[src/rtl/lsu_mem_adapter.sv]
// Load/store adapter between the execute stage and a word-addressed dmem.
// One request at a time. Word-crossing accesses become a LO access followed
// by a HI access to the next word. Load data is aligned and extended here.
module lsu_mem_adapter #(
    parameter bit SUPPORT_MISALIGNED = 1'b1
) (
    input  logic        clk,
    input  logic        reset,
    input  logic        req_valid,
    output logic        req_ready,
    input  logic        req_we,
    input  logic [2:0]  req_funct3,
    input  logic [31:0] req_addr,
    input  logic [31:0] req_wdata,
    output logic        resp_valid,
    output logic [31:0] resp_rdata,
    output logic        resp_err,
    output logic        mem_we,
    output logic [31:0] mem_a,
    output logic [31:0] mem_wd,
    output logic [31:0] mem_wmask,
    input  logic [31:0] mem_rd
);

    typedef enum logic [1:0] {
        ST_IDLE = 2'd0,
        ST_LO   = 2'd1,
        ST_HI   = 2'd2,
        ST_DONE = 2'd3
    } state_t;

    state_t      r_state;
    logic        r_req_ready;
    logic        r_we;
    logic [2:0]  r_funct3;
    logic [1:0]  r_off;
    logic [31:0] r_wdata;
    logic [31:0] r_lo_word;
    logic        r_err;
    logic        r_cross;
    logic        r_resp_valid;
    logic        r_resp_err;
    logic [31:0] r_resp_rdata;
    logic        r_mem_we;
    logic [31:0] r_mem_a;
    logic [31:0] r_mem_wd;
    logic [31:0] r_mem_wmask;

    logic [1:0]  w_off;
    logic        w_cross_in;
    logic        w_err_in;
    logic [31:0] w_lo_wd;
    logic [31:0] w_lo_wm;
    logic [5:0]  w_hi_sh;
    logic [31:0] w_hi_wd;
    logic [31:0] w_hi_wm;
    logic [31:0] w_lo_word;
    logic [31:0] w_hi_word;
    logic [31:0] w_raw;
    logic [31:0] w_resp_rdata;

    // Access size in bytes for funct3[1:0]; the 11 encoding is illegal anyway.
    function automatic logic [2:0] f_size(input logic [1:0] sz);
        case (sz)
            2'b00:   f_size = 3'd1;
            2'b01:   f_size = 3'd2;
            default: f_size = 3'd4;
        endcase
    endfunction

    // Byte-lane mask of an access starting at lane 0, 0xFF per byte.
    function automatic logic [31:0] f_smask(input logic [1:0] sz);
        case (sz)
            2'b00:   f_smask = 32'h0000_00FF;
            2'b01:   f_smask = 32'h0000_FFFF;
            default: f_smask = 32'hFFFF_FFFF;
        endcase
    endfunction

    // Loads accept b/h/w/bu/hu; stores only b/h/w.
    function automatic logic f_legal(input logic we, input logic [2:0] f3);
        case (f3)
            3'b000, 3'b001, 3'b010: f_legal = 1'b1;
            3'b100, 3'b101:         f_legal = ~we;
            default:                f_legal = 1'b0;
        endcase
    endfunction

    // True when the access spills into the next word.
    function automatic logic f_cross(input logic [1:0] off, input logic [1:0] sz);
        f_cross = (({1'b0, off} + f_size(sz)) > 3'd4);
    endfunction

    // Sign- or zero-extension of right-justified load data.
    function automatic logic [31:0] f_extend(input logic [2:0] f3, input logic [31:0] raw);
        case (f3)
            3'b000:  f_extend = {{24{raw[7]}}, raw[7:0]};
            3'b001:  f_extend = {{16{raw[15]}}, raw[15:0]};
            3'b100:  f_extend = {24'h00_0000, raw[7:0]};
            3'b101:  f_extend = {16'h0000, raw[15:0]};
            default: f_extend = raw;
        endcase
    endfunction

    // Request decode, lane shifting for both halves, and load-data assembly.
    always_comb begin
        w_off      = req_addr[1:0];
        w_cross_in = f_cross(w_off, req_funct3[1:0]);
        if (!f_legal(req_we, req_funct3)) begin
            w_err_in = 1'b1;
        end else if (w_cross_in && (SUPPORT_MISALIGNED == 1'b0)) begin
            w_err_in = 1'b1;
        end else begin
            w_err_in = 1'b0;
        end
        w_lo_wd = req_wdata << {w_off, 3'b000};
        w_lo_wm = f_smask(req_funct3[1:0]) << {w_off, 3'b000};
        // Shifting by 32 (offset 0) yields zero, which is the intended HI share.
        w_hi_sh = 6'd32 - {1'b0, r_off, 3'b000};
        w_hi_wd = r_wdata >> w_hi_sh;
        w_hi_wm = f_smask(r_funct3[1:0]) >> w_hi_sh;
        if (r_state == ST_HI) begin
            w_hi_word = mem_rd;
            w_lo_word = r_lo_word;
        end else begin
            w_hi_word = 32'h0000_0000;
            w_lo_word = mem_rd;
        end
        w_raw = (w_lo_word >> {r_off, 3'b000}) | (w_hi_word << w_hi_sh);
        if (r_we || r_err) begin
            w_resp_rdata = 32'h0000_0000;
        end else begin
            w_resp_rdata = f_extend(r_funct3, w_raw);
        end
    end

    // Main FSM: captures the request, drives registered dmem controls, issues the response.
    always_ff @(posedge clk) begin
        if (reset) begin
            r_state      <= ST_IDLE;
            r_req_ready  <= 1'b1;
            r_we         <= 1'b0;
            r_funct3     <= 3'b000;
            r_off        <= 2'b00;
            r_wdata      <= 32'h0000_0000;
            r_lo_word    <= 32'h0000_0000;
            r_err        <= 1'b0;
            r_cross      <= 1'b0;
            r_resp_valid <= 1'b0;
            r_resp_err   <= 1'b0;
            r_resp_rdata <= 32'h0000_0000;
            r_mem_we     <= 1'b0;
            r_mem_a      <= 32'h0000_0000;
            r_mem_wd     <= 32'h0000_0000;
            r_mem_wmask  <= 32'h0000_0000;
        end else begin
            case (r_state)
                ST_IDLE: begin
                    if (req_valid) begin
                        r_we        <= req_we;
                        r_funct3    <= req_funct3;
                        r_off       <= w_off;
                        r_wdata     <= req_wdata;
                        r_err       <= w_err_in;
                        r_cross     <= w_cross_in & ~w_err_in;
                        r_req_ready <= 1'b0;
                        r_mem_a     <= {req_addr[31:2], 2'b00};
                        r_mem_we    <= req_we & ~w_err_in;
                        r_mem_wd    <= w_err_in ? 32'h0000_0000 : w_lo_wd;
                        r_mem_wmask <= w_err_in ? 32'h0000_0000 : w_lo_wm;
                        r_state     <= ST_LO;
                    end else begin
                        r_state     <= ST_IDLE;
                    end
                end
                ST_LO: begin
                    r_lo_word <= mem_rd;
                    if (r_cross) begin
                        // Address wraps mod 2^32 by construction of the 32-bit add.
                        r_mem_a     <= r_mem_a + 32'd4;
                        r_mem_wd    <= w_hi_wd;
                        r_mem_wmask <= w_hi_wm;
                        r_state     <= ST_HI;
                    end else begin
                        r_mem_we     <= 1'b0;
                        r_mem_a      <= 32'h0000_0000;
                        r_mem_wd     <= 32'h0000_0000;
                        r_mem_wmask  <= 32'h0000_0000;
                        r_resp_valid <= 1'b1;
                        r_resp_err   <= r_err;
                        r_resp_rdata <= w_resp_rdata;
                        r_state      <= ST_DONE;
                    end
                end
                ST_HI: begin
                    r_mem_we     <= 1'b0;
                    r_mem_a      <= 32'h0000_0000;
                    r_mem_wd     <= 32'h0000_0000;
                    r_mem_wmask  <= 32'h0000_0000;
                    r_resp_valid <= 1'b1;
                    r_resp_err   <= r_err;
                    r_resp_rdata <= w_resp_rdata;
                    r_state      <= ST_DONE;
                end
                ST_DONE: begin
                    r_resp_valid <= 1'b0;
                    r_resp_err   <= 1'b0;
                    r_resp_rdata <= 32'h0000_0000;
                    r_req_ready  <= 1'b1;
                    r_state      <= ST_IDLE;
                end
                default: begin
                    r_state <= ST_IDLE;
                end
            endcase
        end
    end

    assign req_ready  = r_req_ready;
    assign resp_valid = r_resp_valid;
    assign resp_err   = r_resp_err;
    assign resp_rdata = r_resp_rdata;
    // Write enable is masked by reset so an aborted HI phase never writes.
    assign mem_we     = r_mem_we & ~reset;
    assign mem_a      = r_mem_a;
    assign mem_wd     = r_mem_wd;
    assign mem_wmask  = r_mem_wmask;

endmodule

[config.mk]
export PLATFORM = sky130hd
export DESIGN_NAME = lsu_mem_adapter
export DESIGN_NICKNAME = d
export VERILOG_FILES = /design/src/rtl/lsu_mem_adapter.sv
export SDC_FILE = /design/constraint.sdc
export NUM_CORES = 1
export LEC_CHECK = 0
export BUFFER_PORTS_ARGS = -buffer_cell sky130_fd_sc_hd__buf_2
export CORE_MARGIN = 2
export CORE_UTILIZATION = 55
export CTS_CLUSTER_SIZE = 8
export DETAILED_ROUTE_END_ITERATION = 16
export PLACE_DENSITY = 0.92
export SYNTH_ARGS = -nofsm -noshare
export SYNTH_HDL_FRONTEND = slang
export SYNTH_SLANG_ARGS = --single-unit
export TNS_END_PERCENT = 100
[constraint.sdc]
create_clock -name clk -period 3.75 [get_ports clk]
set_clock_uncertainty 0.2 [all_clocks]
set_input_delay 1.125 -clock clk [delete_from_list [all_inputs] [get_ports clk]]
set_output_delay 1.125 -clock clk [all_outputs]
set_load 0.005 [all_outputs]
==> results of run 1 <==
==> routing by layer <==
metal	up-vias	track usage [%]
met2	798	51.9
met3	142	6.04
li1	4793	-
met5	-	0
met4	0	14.1
met1	4874	42.4
==> state kept, by name, summed over array words and instances (netlist names) <==
register and cells:
req_ready 1, r_off 2, resp_valid 1, r_we 1
mem_a 30, r_funct3 3, mem_wmask 4, r_wdata 32
r_cross 1, r_state 2, resp_err 1, mem_wd 32
resp_rdata 32, r_lo_word 32, r_err 1, r_mem_we 1
==> critical path: stages, from the launching register on <==
cell and delay [ns]:
dfxtp_1 0.34, inv_2 0.18, ha_1 0.57, buf_4 0.44, inv_1 0.18, nor3_1 0.73
a21oi_1 0.15, o21ai_0 0.11, a22o_1 0.15
==> synthesized netlist by cell type, drive strengths merged (4+ instances only) <==
master and instances:
a211o 8, a211oi 29, a21oi 108, a221o 4
a221oi 27, a22o 15, a2bb2oi 9, a311oi 4
a31oi 23, and2 6, and3 10, buf 63
clkbuf 66, dfxtp 176, ha 10, inv 18
mux2 21, mux2i 101, nand2 154, nand2b 6
nand3 19, nand4 13, nor2 121, nor2b 33
nor3 34, nor3b 4, nor4 6, o211ai 8
o21ai 72, o221ai 14, o22ai 10, or3 7
==> logic make-up (layout without fill, tap and decap cells) <==
logic type	Yosys count	in the layout	synth area share, %
multiplexers	124	124	12.9
buffers and inverters	147	307	6.89
AND/OR/NAND/NOR	423	423	19.2
adder cells (fa/ha/maj)	11	11	1.45
AO/OA/AOI/OAI	359	359	24.0
other	1	3	0.0375
flip-flops	176	176	35.2
XOR/XNOR	3	3	0.263
==> metrics by stage <==
step                power [uW]  instances
floorplan                 5220       1245
global placement          6280       1603
detailed placement        6390       1603
CTS                       8220       1634
global route              8740       1635
finish                    8300       1635
==> worst max path at each step <==
stage	endpoint	startpoint	slack, ns
final	resp_rdata[19]	r_off[1]	0.63
after global routing	resp_rdata[18]	r_off[1]	0.42
after CTS	mem_we	reset	0.66
after detailed placement	resp_rdata[25]	mem_rd[15]	0.60
after global placement	resp_rdata[29]	mem_rd[15]	0.64
after floorplan	mem_we	reset	0.70
==> layout make-up <==
type / instances / area share [%]
diodes: 1 / 0.0215
clock inverters: 12 / 1.26
inverters: 18 / 0.579
repair buffers: 258 / 11.8
multi-input cells: 922 / 49.9
clock buffers: 19 / 3.80
well taps: 229 / 2.46
flip-flops and latches: 176 / 30.2
==> where the power goes <==
| group | total, uW | leakage (uW) | switching (uW) | internal [uW] |
|---|---|---|---|---|
| Combinational | 3570 | 0.00311 | 2110 | 1460 |
| Sequential | 2900 | 0.00144 | 493 | 2400 |
| Clock | 1840 | 0.000292 | 823 | 1020 |
==> results.json, run 1 <==
{
  "final_nets": 1507,
  "setup_tns_ns": 0,
  "dr_wl_met2_um": 15000,
  "area_growth_syn_to_layout_pct": 16.5,
  "floorplan.initialDensity_pct": 55.9,
  "core_area_um2": 17900,
  "final_common_cell": "buf_2",
  "multiInputGateArea_um2": 5820,
  "worstPathMaxFanout": 33,
  "synth-seq-area-share_pct": 35.2,
  "wl_per_cell_um": 19.9,
  "min_to": "r_wdata[0]",
  "wl_met1_um": 12400,
  "cp.required_ns": 3.92,
  "fin_area_um2": 11700,
  "cts_setup_buffers": 0,
  "syn_inst": 1244,
  "cts.clk_slew.worst_paths_ns": 0.07,
  "drive_above_1_share_pct": 23.8,
  "clk_latency_ns": 0.44,
  "dr_wl_met3_um": 3580,
  "path_class": "flop to flop",
  "synthFlopType": "dfxtp_1",
  "place_ws_ns": 0.604,
  "synthArstFlopShare_pct": 0,
  "rows": 49,
  "leakagePower_uw": 0.00484,
  "yosys.area.top_type": "dfxtp_1",
  "drt_iter0_drc": 1401,
  "drv_slew": 0,
  "hp-class": "flop to flop",
  "gp_congestion": 0.950,
  "endpoint_kind": "flop",
  "nFillCells": 1454,
  "hold_viol_final": 0,
  "hp-start": "r_wdata[0]",
  "io_pins": 235,
  "routed.top_layer": "met4",
  "dp_hpwl_um": 22700,
  "r2r_cells": 8,
  "yosys-top-cells-area": "dfxtp_1, mux2i_1, nand2_1",
  "period_minus_slack_ns": 3.12,
  "cts-htree-levels": 4,
  "die_h_um": 139,
  "worstPathArrival_ns": 3.29,
  "port_buffers": 232,
  "status": "finished clean",
  "vias": 10600,
  "post_dp_cell_area_um2": 11100,
  "synth_seq_cells": 176,
  "fmax_ghz": 0.320,
  "setup_violations": 0,
  "drc": 0,
  "grt_max_degree": 69,
  "whs_path_depth": 2,
  "grt_pass1_vias": 9714,
  "power_density_nw_per_um2": 712,
  "cts_buffers": 17,
  "viasPerCell": 6.49,
  "reg2reg_to": "resp_rdata[19]",
  "syn_area_per_cell_um2": 8.05,
  "seqCellArea_um2": 3530,
  "post_cts_resized": 0,
  "startpoint_type": "flop",
  "drv_cap": 0,
  "r2r_setup_slack_ns": 0.63,
  "fin_util_pct": 65.2,
  "timing.final.ws_setup_ns": 0.630,
  "cts_tree": "built",
  "grtUsageTotal_pct": 32.2,
  "antenna_found_initial": 1,
  "layout_common_cells": "buf_2, dfxtp_1, nand2_1",
  "grt_pass1_wl_um": 51200,
  "slew-limit-headroom_pct": 13.3,
  "max_slew.worst_pin.slew_ns": 1.29,
  "hold-worst-slack_ns": 0.253,
  "synth_cell_types": 69,
  "clkSinkCount": 176,
  "syn-cell-area_um2": 10000,
  "routed_wl_um": 32500,
  "cts_buffer_depth": 2,
  "synth_top_cell_area_share_pct": 35.2,
  "synth-edff-count": 0,
  "die_area_um2": 19300,
  "overflow": 0,
  "hold_buffers": 0,
  "die_x_um": 139,
  "clock-root-buffer": "clkbuf_16",
  "postRouteAntennaNets": 0,
  "firstDrtPassIters": 7,
  "yosysWarnings": 0,
  "ir_worst_vdd_uv": 458,
  "rsz0062_at_grt": "no",
  "r2r-start": "r_off[1]",
  "post-route-period-util_pct": 83.2
}
Note: power is estimated with default switching activity, not from simulation.
==> run 2, diff against run 1 <==
clock period = 3.1 ns   (was 3.75 ns; I/O delays follow)
==> run 2 against run 1 <==
Compared with the run above: clock power up 21%; sequential share of layout area down 0.36 points; flip-flop and latch count unchanged; wire length down 1.3%; utilization up 0.79 points; highest routed layer is now met5.
==> results.json, run 2 (same netlist as run 1, synthesis figures left out) <==
{
  "status": "finished clean",
  "firstDrtPassIters": 6,
  "grt_pass1_vias": 9700,
  "drv_slew": 0,
  "setup_violations": 0,
  "routed_wl_um": 32100,
  "cts_buffer_depth": 2,
  "clock-root-buffer": "clkbuf_16",
  "grt_pass1_wl_um": 50900,
  "viasPerCell": 6.45,
  "drive_above_1_share_pct": 24.6,
  "critical-path-max-stage-delay_ns": 0.95,
  "hp-class": "flop to flop",
  "cpMostUsedCell": "inv_1",
  "overflow": 0,
  "final_nets": 1520,
  "final_common_cell": "buf_2",
  "max_slew.worst_pin.slew_ns": 1.24,
  "area_growth_syn_to_layout_pct": 17.9,
  "hold_viol_final": 0,
  "drt_iter0_drc": 1223,
  "placed_cells": 1616,
  "cts.clk_slew.worst_paths_ns": 0.08,
  "drc": 0,
  "post-route-period-util_pct": 92.9,
  "period_minus_slack_ns": 2.88,
  "path_class": "flop to flop",
  "dp_hpwl_um": 22700,
  "core_area_um2": 17900,
  "clkSinkCount": 176,
  "layout_common_cells": "buf_2, dfxtp_1, nand2_1",
  "postRouteAntennaNets": 0,
  "layout.cells.non_filler": 1648,
  "n_antenna_cell": 0,
  "r2r_cells": 7,
  "die_h_um": 139,
  "grt_max_degree": 102,
  "cts_setup_buffers": 0,
  "slew-limit-headroom_pct": 16.9,
  "gp_congestion": 0.965,
  "worstPathMaxFanout": 9,
  "die_area_um2": 19300,
  "cpMaxStageDelayCell": "nor3_1",
  "whs_path_depth": 2,
  "cts-htree-levels": 4,
  "cts_tree": "built",
  "grtUsageTotal_pct": 32.3,
  "startpoint_type": "flop",
  "cp.required_ns": 3.28,
  "rows": 49,
  "hold_buffers": 0,
  "post_cts_resized": 0,
  "setup_tns_ns": 0,
  "antenna_found_initial": 1,
  "clk_latency_ns": 0.45,
  "wl_per_cell_um": 19.5,
  "io_pins": 235,
  "power_density_nw_per_um2": 857,
  "fmax_ghz": 0.347,
  "path_cells": "inv_1 -> ha_1 -> inv_1 -> o21ai_0 -> nor3_1 -> a221oi_1 -> nor2_1",
  "die_x_um": 139,
  "floorplan.initialDensity_pct": 55.9,
  "drv_cap": 0,
  "vias": 10600,
  "port_buffers": 232,
  "ir_worst_vdd_uv": 656,
  "rsz0062_at_grt": "no",
  "endpoint_kind": "flop",
  "worstPathArrival_ns": 3.06,
  "leakagePower_uw": 0.00491,
  "cts_buffers": 17
}
## run 2: changes by cell type in the layout (fill, tap and decap cells not counted)
cell	previous run	this run
bufinv_16	2	0
inv_12	0	1
clkinv_4	2	0
clkinvlp_4	0	3
clkbuf_1	1	0
inv_6	6	1
buf_12	1	3
buf_4	26	37
diode_2	1	0
inv_8	1	5
clkbuf_8	1	0
clkinv_8	0	5
clkinv_2	1	0
## run 2: path summary, 6_finish.rpt
path	start	to	slack (ns)
setup / recovery	r_state[0]	mem_wd[1]	0.22
hold / removal	r_wdata[1]	r_wdata[1]	0.25
hold reg to reg	r_wdata[1]	r_wdata[1]	0.25
setup reg to reg	r_state[0]	mem_wd[1]	0.22
## run 2: cell type report
type	count	area, um2
clock inverters	15	185
inverters	18	67.6
repair buffers	271	1490
well taps	229	287
multi-input cells	922	5820
clock buffers	17	425
flip-flops and latches	176	3530
fillers	1456	6100
## run 2: power by group
group / internal, uW / switching (uW)
Clock: 1100 / 1120
Combinational: 1840 / 2570
Sequential: 2910 / 579
## run 2: worst max-delay path: cells and delay by family (launching register included)
family	cells	cell delay, ns
AO/OA/AOI/OAI	2	0.41
flip-flops	1	0.39
adder cells (fa/ha/maj)	1	0.46
buffers and inverters	2	0.23
AND/OR/NAND/NOR	2	1.13
## run 2: per-stage QoR
stage	utilization, %	setup WS (ns)	hold WS (ns)	instance area, um2	total power (uW)
2_1_floorplan	-	0.249	0.227	10000	6320
3_3_place_gp	62.5	0.180	0.235	11200	7690
3_5_place_dp	62.5	0.113	0.244	11200	7820
4_1_cts	65.9	0.301	0.255	11800	10000
5_1_grt	65.9	0.0842	0.279	11800	10700
6_report	65.9	0.220	0.251	11800	10100
## run 2: metal layers
layer	track usage, %	wire (um)	up-vias
li1	-	-	4839
met4	13.0	1210	2
met5	0	11	-
met1	43.1	12300	4879
met2	50.8	14800	772
met3	7.60	3830	130
